File: src/rtl/lsu_wb_retry_queue_pkg.sv
// Shared types for the LSU low-priority writeback retry queue.
// An entry is one buffered writeback: the uop tag fields, the data and the predicated flag.
package lsu_wb_pkg;

    localparam int ROB_IDX_W = 7;
    localparam int PREG_W    = 7;
    localparam int DATA_W    = 64;

    typedef struct packed {
        logic [ROB_IDX_W-1:0] rob_idx;
        logic [PREG_W-1:0]    pdst;
        logic                 is_amo;
        logic                 uses_stq;
        logic [1:0]           dst_rtype;
    } wb_uop_t;

    typedef struct packed {
        wb_uop_t           uop;
        logic [DATA_W-1:0] data;
        logic              predicated;
    } wb_entry_t;

    localparam int ENTRY_W = $bits(wb_entry_t);

    // Builds an entry from the field-level port values.
    function automatic wb_entry_t wb_entry_pack(
        input logic [ROB_IDX_W-1:0] rob_idx,
        input logic [PREG_W-1:0]    pdst,
        input logic                 is_amo,
        input logic                 uses_stq,
        input logic [1:0]           dst_rtype,
        input logic [DATA_W-1:0]    data,
        input logic                 predicated
    );
        wb_entry_t e;
        e.uop.rob_idx   = rob_idx;
        e.uop.pdst      = pdst;
        e.uop.is_amo    = is_amo;
        e.uop.uses_stq  = uses_stq;
        e.uop.dst_rtype = dst_rtype;
        e.data          = data;
        e.predicated    = predicated;
        return e;
    endfunction

endpackage

File: src/rtl/lsu_wb_retry_queue_if.sv
// Enqueue/dequeue/flush bundle of the writeback retry queue.
// slave is the queue's view; master is the producer/arbiter-side view.
interface lsu_wb_retry_queue_if #(
    parameter int DEPTH = 4,
    parameter int CNT_W = $clog2(DEPTH + 1)
);
    import lsu_wb_pkg::*;

    logic                 io_flush;

    logic                 io_enq_valid;
    logic                 io_enq_ready;
    logic [ROB_IDX_W-1:0] io_enq_bits_uop_rob_idx;
    logic [PREG_W-1:0]    io_enq_bits_uop_pdst;
    logic                 io_enq_bits_uop_is_amo;
    logic                 io_enq_bits_uop_uses_stq;
    logic [1:0]           io_enq_bits_uop_dst_rtype;
    logic [DATA_W-1:0]    io_enq_bits_data;
    logic                 io_enq_bits_predicated;

    logic                 io_deq_valid;
    logic                 io_deq_ready;
    logic [ROB_IDX_W-1:0] io_deq_bits_uop_rob_idx;
    logic [PREG_W-1:0]    io_deq_bits_uop_pdst;
    logic                 io_deq_bits_uop_is_amo;
    logic                 io_deq_bits_uop_uses_stq;
    logic [1:0]           io_deq_bits_uop_dst_rtype;
    logic [DATA_W-1:0]    io_deq_bits_data;
    logic                 io_deq_bits_predicated;

    logic [CNT_W-1:0]     io_count;

    modport slave (
        input  io_flush,
        input  io_enq_valid, io_enq_bits_uop_rob_idx, io_enq_bits_uop_pdst,
               io_enq_bits_uop_is_amo, io_enq_bits_uop_uses_stq,
               io_enq_bits_uop_dst_rtype, io_enq_bits_data, io_enq_bits_predicated,
        output io_enq_ready,
        output io_deq_valid, io_deq_bits_uop_rob_idx, io_deq_bits_uop_pdst,
               io_deq_bits_uop_is_amo, io_deq_bits_uop_uses_stq,
               io_deq_bits_uop_dst_rtype, io_deq_bits_data, io_deq_bits_predicated,
        input  io_deq_ready,
        output io_count
    );

    modport master (
        output io_flush,
        output io_enq_valid, io_enq_bits_uop_rob_idx, io_enq_bits_uop_pdst,
               io_enq_bits_uop_is_amo, io_enq_bits_uop_uses_stq,
               io_enq_bits_uop_dst_rtype, io_enq_bits_data, io_enq_bits_predicated,
        input  io_enq_ready,
        input  io_deq_valid, io_deq_bits_uop_rob_idx, io_deq_bits_uop_pdst,
               io_deq_bits_uop_is_amo, io_deq_bits_uop_uses_stq,
               io_deq_bits_uop_dst_rtype, io_deq_bits_data, io_deq_bits_predicated,
        output io_deq_ready,
        input  io_count
    );

endinterface

File: src/rtl/lsu_wb_retry_queue.sv
// In-order retry queue feeding the low-priority writeback arbiter port.
// Head entry drives deq directly from storage; ready/valid depend on registered count only.
module lsu_wb_retry_queue
    import lsu_wb_pkg::*;
#(
    parameter int DEPTH = 4,
    parameter int CNT_W = $clog2(DEPTH + 1)
) (
    input  logic                 clock,
    input  logic                 reset_n,
    lsu_wb_retry_queue_if.slave  io
);

    localparam int PTR_W = (DEPTH > 1) ? $clog2(DEPTH) : 1;

    wb_entry_t        r_mem [DEPTH];
    logic [PTR_W-1:0] r_head;
    logic [PTR_W-1:0] r_tail;
    logic [CNT_W-1:0] r_count;

    logic             w_enq_ready;
    logic             w_deq_valid;
    logic             w_enq_fire;
    logic             w_deq_fire;
    logic [CNT_W-1:0] w_count_nxt;
    wb_entry_t        w_enq_entry;
    wb_entry_t        w_head_entry;

    function automatic logic [PTR_W-1:0] ptr_inc(input logic [PTR_W-1:0] p);
        if (p == PTR_W'(DEPTH - 1)) begin
            return {PTR_W{1'b0}};
        end else begin
            return p + PTR_W'(1);
        end
    endfunction

    assign w_enq_ready = (r_count != CNT_W'(DEPTH));
    assign w_deq_valid = (r_count != {CNT_W{1'b0}});
    // Flush suppresses both handshakes as far as queue state is concerned.
    assign w_enq_fire  = io.io_enq_valid && w_enq_ready && !io.io_flush;
    assign w_deq_fire  = io.io_deq_ready && w_deq_valid && !io.io_flush;

    assign w_enq_entry = wb_entry_pack(io.io_enq_bits_uop_rob_idx, io.io_enq_bits_uop_pdst,
                                       io.io_enq_bits_uop_is_amo, io.io_enq_bits_uop_uses_stq,
                                       io.io_enq_bits_uop_dst_rtype, io.io_enq_bits_data,
                                       io.io_enq_bits_predicated);
    assign w_head_entry = r_mem[r_head];

    // Occupancy next-state from the two handshakes.
    always_comb begin
        w_count_nxt = r_count;
        case ({w_enq_fire, w_deq_fire})
            2'b10:   w_count_nxt = r_count + CNT_W'(1);
            2'b01:   w_count_nxt = r_count - CNT_W'(1);
            2'b11:   w_count_nxt = r_count;
            default: w_count_nxt = r_count;
        endcase
    end

    // Pointer and count registers; flush returns them to the empty origin.
    always_ff @(posedge clock or negedge reset_n) begin
        if (!reset_n) begin
            r_head  <= {PTR_W{1'b0}};
            r_tail  <= {PTR_W{1'b0}};
            r_count <= {CNT_W{1'b0}};
        end else if (io.io_flush) begin
            r_head  <= {PTR_W{1'b0}};
            r_tail  <= {PTR_W{1'b0}};
            r_count <= {CNT_W{1'b0}};
        end else begin
            if (w_enq_fire) begin
                r_tail <= ptr_inc(r_tail);
            end
            if (w_deq_fire) begin
                r_head <= ptr_inc(r_head);
            end
            r_count <= w_count_nxt;
        end
    end

    // Entry storage; contents survive flush, only reset clears them.
    always_ff @(posedge clock or negedge reset_n) begin
        if (!reset_n) begin
            for (int i = 0; i < DEPTH; i++) begin
                r_mem[i] <= '0;
            end
        end else if (w_enq_fire) begin
            r_mem[r_tail] <= w_enq_entry;
        end
    end

    assign io.io_enq_ready              = w_enq_ready;
    assign io.io_deq_valid              = w_deq_valid;
    assign io.io_count                  = r_count;
    assign io.io_deq_bits_uop_rob_idx   = w_head_entry.uop.rob_idx;
    assign io.io_deq_bits_uop_pdst      = w_head_entry.uop.pdst;
    assign io.io_deq_bits_uop_is_amo    = w_head_entry.uop.is_amo;
    assign io.io_deq_bits_uop_uses_stq  = w_head_entry.uop.uses_stq;
    assign io.io_deq_bits_uop_dst_rtype = w_head_entry.uop.dst_rtype;
    assign io.io_deq_bits_data          = w_head_entry.data;
    assign io.io_deq_bits_predicated    = w_head_entry.predicated;

endmodule

File: src/flat_wrapper.sv
// flat-port wrapper written by rule: the top's interface ports become plain ports
module lsu_wb_retry_queue_flat import lsu_wb_pkg::*;
#(
    parameter int DEPTH = 4,
    parameter int CNT_W = $clog2(DEPTH + 1)
)
  (clock, reset_n, io_io_flush, io_io_enq_valid, io_io_enq_bits_uop_rob_idx, io_io_enq_bits_uop_pdst, io_io_enq_bits_uop_is_amo, io_io_enq_bits_uop_uses_stq, io_io_enq_bits_uop_dst_rtype, io_io_enq_bits_data, io_io_enq_bits_predicated, io_io_enq_ready, io_io_deq_valid, io_io_deq_bits_uop_rob_idx, io_io_deq_bits_uop_pdst, io_io_deq_bits_uop_is_amo, io_io_deq_bits_uop_uses_stq, io_io_deq_bits_uop_dst_rtype, io_io_deq_bits_data, io_io_deq_bits_predicated, io_io_deq_ready, io_io_count);
  lsu_wb_retry_queue_if #(.DEPTH(DEPTH), .CNT_W(CNT_W)) io_i ();
  input  logic clock;
  input  logic reset_n;
  input wire logic [$bits(io_i.io_flush)-1:0] io_io_flush;
  input wire logic [$bits(io_i.io_enq_valid)-1:0] io_io_enq_valid;
  input wire logic [$bits(io_i.io_enq_bits_uop_rob_idx)-1:0] io_io_enq_bits_uop_rob_idx;
  input wire logic [$bits(io_i.io_enq_bits_uop_pdst)-1:0] io_io_enq_bits_uop_pdst;
  input wire logic [$bits(io_i.io_enq_bits_uop_is_amo)-1:0] io_io_enq_bits_uop_is_amo;
  input wire logic [$bits(io_i.io_enq_bits_uop_uses_stq)-1:0] io_io_enq_bits_uop_uses_stq;
  input wire logic [$bits(io_i.io_enq_bits_uop_dst_rtype)-1:0] io_io_enq_bits_uop_dst_rtype;
  input wire logic [$bits(io_i.io_enq_bits_data)-1:0] io_io_enq_bits_data;
  input wire logic [$bits(io_i.io_enq_bits_predicated)-1:0] io_io_enq_bits_predicated;
  output wire logic [$bits(io_i.io_enq_ready)-1:0] io_io_enq_ready;
  output wire logic [$bits(io_i.io_deq_valid)-1:0] io_io_deq_valid;
  output wire logic [$bits(io_i.io_deq_bits_uop_rob_idx)-1:0] io_io_deq_bits_uop_rob_idx;
  output wire logic [$bits(io_i.io_deq_bits_uop_pdst)-1:0] io_io_deq_bits_uop_pdst;
  output wire logic [$bits(io_i.io_deq_bits_uop_is_amo)-1:0] io_io_deq_bits_uop_is_amo;
  output wire logic [$bits(io_i.io_deq_bits_uop_uses_stq)-1:0] io_io_deq_bits_uop_uses_stq;
  output wire logic [$bits(io_i.io_deq_bits_uop_dst_rtype)-1:0] io_io_deq_bits_uop_dst_rtype;
  output wire logic [$bits(io_i.io_deq_bits_data)-1:0] io_io_deq_bits_data;
  output wire logic [$bits(io_i.io_deq_bits_predicated)-1:0] io_io_deq_bits_predicated;
  input wire logic [$bits(io_i.io_deq_ready)-1:0] io_io_deq_ready;
  output wire logic [$bits(io_i.io_count)-1:0] io_io_count;
  assign io_i.io_flush = io_io_flush;
  assign io_i.io_enq_valid = io_io_enq_valid;
  assign io_i.io_enq_bits_uop_rob_idx = io_io_enq_bits_uop_rob_idx;
  assign io_i.io_enq_bits_uop_pdst = io_io_enq_bits_uop_pdst;
  assign io_i.io_enq_bits_uop_is_amo = io_io_enq_bits_uop_is_amo;
  assign io_i.io_enq_bits_uop_uses_stq = io_io_enq_bits_uop_uses_stq;
  assign io_i.io_enq_bits_uop_dst_rtype = io_io_enq_bits_uop_dst_rtype;
  assign io_i.io_enq_bits_data = io_io_enq_bits_data;
  assign io_i.io_enq_bits_predicated = io_io_enq_bits_predicated;
  assign io_io_enq_ready = io_i.io_enq_ready;
  assign io_io_deq_valid = io_i.io_deq_valid;
  assign io_io_deq_bits_uop_rob_idx = io_i.io_deq_bits_uop_rob_idx;
  assign io_io_deq_bits_uop_pdst = io_i.io_deq_bits_uop_pdst;
  assign io_io_deq_bits_uop_is_amo = io_i.io_deq_bits_uop_is_amo;
  assign io_io_deq_bits_uop_uses_stq = io_i.io_deq_bits_uop_uses_stq;
  assign io_io_deq_bits_uop_dst_rtype = io_i.io_deq_bits_uop_dst_rtype;
  assign io_io_deq_bits_data = io_i.io_deq_bits_data;
  assign io_io_deq_bits_predicated = io_i.io_deq_bits_predicated;
  assign io_i.io_deq_ready = io_io_deq_ready;
  assign io_io_count = io_i.io_count;
  lsu_wb_retry_queue #(.DEPTH(DEPTH), .CNT_W(CNT_W)) u_core (.clock(clock), .reset_n(reset_n), .io(io_i));
endmodule
File: config.mk
export PLATFORM = sky130hd
export DESIGN_NAME = lsu_wb_retry_queue_flat
export DESIGN_NICKNAME = d
export VERILOG_FILES = /design/src/rtl/lsu_wb_retry_queue_pkg.sv /design/src/rtl/lsu_wb_retry_queue_if.sv /design/src/rtl/lsu_wb_retry_queue.sv /design/src/flat_wrapper.sv
export SDC_FILE = /design/constraint.sdc
export NUM_CORES = 1
export LEC_CHECK = 0
export BUFFER_PORTS_ARGS = -buffer_cell sky130_fd_sc_hd__buf_2
export CAP_MARGIN = 20
export CORE_MARGIN = 2
export CORE_UTILIZATION = 54
export DETAILED_ROUTE_END_ITERATION = 8
export HOLD_SLACK_MARGIN = 0.05
export PLACE_DENSITY = 0.82
export REMOVE_ABC_BUFFERS = 1
export SLEW_MARGIN = 0
export SYNTH_ARGS = -nofsm -noshare
export SYNTH_HDL_FRONTEND = slang
export SYNTH_SLANG_ARGS = --single-unit
File: constraint.sdc
create_clock -name clock -period 4.7 [get_ports clock]
set_clock_uncertainty 0.05 [all_clocks]
set_input_delay 0.235 -clock clock [delete_from_list [all_inputs] [get_ports clock]]
set_output_delay 0.235 -clock clock [all_outputs]
set_load 0.1 [all_outputs]
==> impl_metrics.csv <==
group,metric,value,unit
cts,cts_made_buffers,37,
run,cap_viol_max_count,0,
detailed_routing,ant_nets,0,
global_route,antenna_found_initial,0,
die,die_y,172,um
die,die_area,29600,um^2
timing,slew_viol_final,0,
power_and_ir_drop,p_leak,8.45,nW
global_route,grt_pass1_wl,50.5,mm
detailed_routing,wl_met3,1.79,mm
timing,max_freq,0.317,GHz
timing,worst_slew_pin_slew,0.946,ns
yosys,synth_edf_count,0,
global_route,grt_max_degree,125,
cts,root_buffer,"clkbuf_16",
yosys,synth_warnings,0,
timing,period_needed,3.15,ns
final_layout,seqCellArea,8490,um^2
yosys,synthMuxAreaShare,0.387,
yosys,syn_area,15200,um^2
final_layout,drive_gt1_frac,0.583,
yosys,synth_simple_gate_area_frac,0.0113,
die,rows,61,
cts,cts_max_level,2,
yosys,netlist_top_cells_area,"dfrtp_1, mux2_2, mux4_2, mux2_4, buf_4",
status,outcome,"finished clean",
detailed_routing,highest_layer,"met4",
yosys,syn_area_per_cell,17.5,um^2
placement,place_ws,1.87,ns
yosys,synth_top_family_by_area,"multiplexers",
power_and_ir_drop,pwr_density_cell,626,nW/um^2
final_layout,diodes,0,
detailed_routing,wl_met2,15.7,mm
yosys,ys_types,36,
placement,dpl.hpwl,18.2,mm
detailed_routing,drt-total-wl,31.4,mm
cts,cts_buffer_depth,3,
placement,numPortBuffers,175,
yosys,synthCells,870,
yosys,yosys.area_share.adder,0.00542,
timing,hold_viol,0,
global_route,grt.overflow.total,0,
yosys,synth_top_flop_cell,"dfrtp_1",
final_layout,multi_input_area,6300,um^2
critical_path,crit_fanout,53,
die,start_util,0.548,
timing,finalWorstSetupSlack,1.55,ns
final_layout,syn2layout_area_growth,20.9,%
cts,cts_tree,"yes",
critical_path,path_class,"reg2out",
detailed_routing,viasPerCell,5.65,
final_layout,fill_cells,1936,
cts,postCtsSetupRepairBufs,0,
cts,cts.sinks,339,
detailed_routing,drc_errors,0,
cts,post_cts_resized,0,
yosys,synth_xor_area_frac,0.000575,
final_layout,finish.instance_area,18400,um^2
timing,holdWs,0.162,ns
placement,dpl-instance-area,16300,um^2
yosys,synth_top_cell_by_area,"dfrtp_1",
detailed_routing,drt-met1-wl,13.4,mm
critical_path,critPathArrivalTime,2.87,ns
timing,finalCritPeriodShare,0.671,
die,io_pins,176,
critical_path,end_kind,"output port",
global_route,grt_use_total,0.219,
placement,gp_congestion,0.750,
timing,setup_violations,0,
critical_path,start_kind,"flip-flop",
cts,cts.clk_slew.worst_paths,0.06,ns
timing,max_slew_margin,0.369,
hold_path,worstHoldPathType,"in2reg",
die,die_w,172,um
detailed_routing,wl_per_cell,20.6,um
yosys,yosysTopAreaCellShare,0.557,
detailed_routing,vias,8626,
cts,clk_latency,0.51,ns
detailed_routing,drt_iter0_markers,400,
global_route,grt_pass1_vias,9476,
yosys,synth_seq_cells,339,
detailed_routing,first_pass_iters,4,
die,core-area,27800,um^2
yosys,synth_compound_area_frac,0.00715,
yosys,synthArstFlopShare,1.00,
final_layout,nets,1217,
power_and_ir_drop,vdd_drop_max,453,uV
timing,rsz0062_at_grt,"false",
critical_path,required,4.41,ns
power_and_ir_drop,finalPower,11.5,mW
yosys,yosysSeqAreaShare,0.557,
## kinds of logic after synthesis
group | count (synthesis)
AO/OA/AOI/OAI | 17
XOR/XNOR | 1
adder cells (fa/ha/maj) | 6
buffers and inverters | 64
flip-flops | 339
multiplexers | 417
AND/OR/NAND/NOR | 26
## final timing paths
kind / to / start / slack (ns) / depth (start not counted)
worst max-delay path: io_io_deq_bits_data[26] / u_core.r_head[1]$_DFFE_PN0P_ / 1.55 / 3
worst min-delay path: u_core.io.io_count[0]$_DFFE_PN0P_ / io_io_deq_ready / 0.16 / 4
worst max register to register: u_core.r_mem[118]$_DFFE_PN0P_ / u_core.io.io_count[0]$_DFFE_PN0P_ / 1.89 / 5
worst min register to register: u_core.r_mem[122]$_DFFE_PN0P_ / u_core.r_mem[122]$_DFFE_PN0P_ / 0.45 / 1
max in group asynchronous: u_core.r_mem[191]$_DFFE_PN0P_ / reset_n / 3.24 / 3
min in group asynchronous: u_core.r_mem[267]$_DFFE_PN0P_ / reset_n / 0.20 / 2
## Yosys cell counts, types with 3 or more instances
cell,number
nand3b_1,4
o21ai_0,4
buf_12,8
clkbuf_1,8
dfrtp_1,339
nand2b_1,3
mux4_2,83
a21oi_1,6
inv_1,4
ha_1,5
nor2_1,5
buf_4,22
mux2_4,70
mux2_2,263
nand3_1,4
buf_2,18
## stage by stage
step                      TNS [ns]  cells   util
after global routing             0   1526  0.663
after detailed placement         0   1376  0.587
final                            0   1526  0.663
after CTS                        0   1526  0.663
after global placement           0   1376  0.587
after floorplan             -19.35    811      -
## state kept, by name (all words and copies together), names as in the netlist
register / flops
u_core.io.io_count: 3
u_core.r_head: 2
u_core.r_mem: 332
u_core.r_tail: 2
## power breakdown
part | switching, mW | leakage [nW] | internal (mW)
logic | 2.79 | 3.58 | 1.49
clock network | 1.13 | 0.616 | 1.79
registers | 0.508 | 4.26 | 3.82
## area by class of cell
type                            instances  share of cell area
Sequential cell                       339               0.461
Clock buffer                           60              0.0649
Timing Repair Buffer                  273               0.102
Multi-Input combinational cell        467               0.342
Tap cell                              378              0.0257
Clock inverter                          4             0.00265
Inverter                                5             0.00102
## layout by cell type, fill, tap and decap left out, types with 2 or more instances in the layout
master / netlist / final
a2111oi_0: 2 / 2
a21oi_1: 6 / 6
buf_12: 8 / 4
buf_2: 18 / 174
buf_4: 22 / 8
clkbuf_1: 8 / 7
clkbuf_16: 0 / 39
clkbuf_8: 0 / 14
clkinv_2: 0 / 2
dfrtp_1: 339 / 337
dfrtp_4: 0 / 2
dlygate4sd3_1: 0 / 86
ha_1: 5 / 5
inv_1: 4 / 4
mux2_2: 263 / 263
mux2_4: 70 / 70
mux4_2: 83 / 83
nand2b_1: 3 / 3
nand3_4: 0 / 3
nand3b_1: 4 / 4
nor2_1: 5 / 5
o21ai_0: 4 / 4
o31ai_1: 2 / 2
or3_1: 2 / 2
## routing by layer
layer  vias up  GRT usage
met1      4614      0.291
met2       194      0.366
met4         0     0.0574
met5         -          0
met3        57     0.0520
li1       3761          -
## worst max-delay path: stages, from the launching register on
cell     delay, ns
dfrtp_4       0.96
buf_4         0.59
mux4_2        0.32
buf_2         0.43
## repair_timing
item / in CTS / in global routing
hold endpoints to repair: 406 / 0
hold buffers: 86 / 0
setup endpoints to repair: 0 / 0
(Power assumes the default switching activity.)
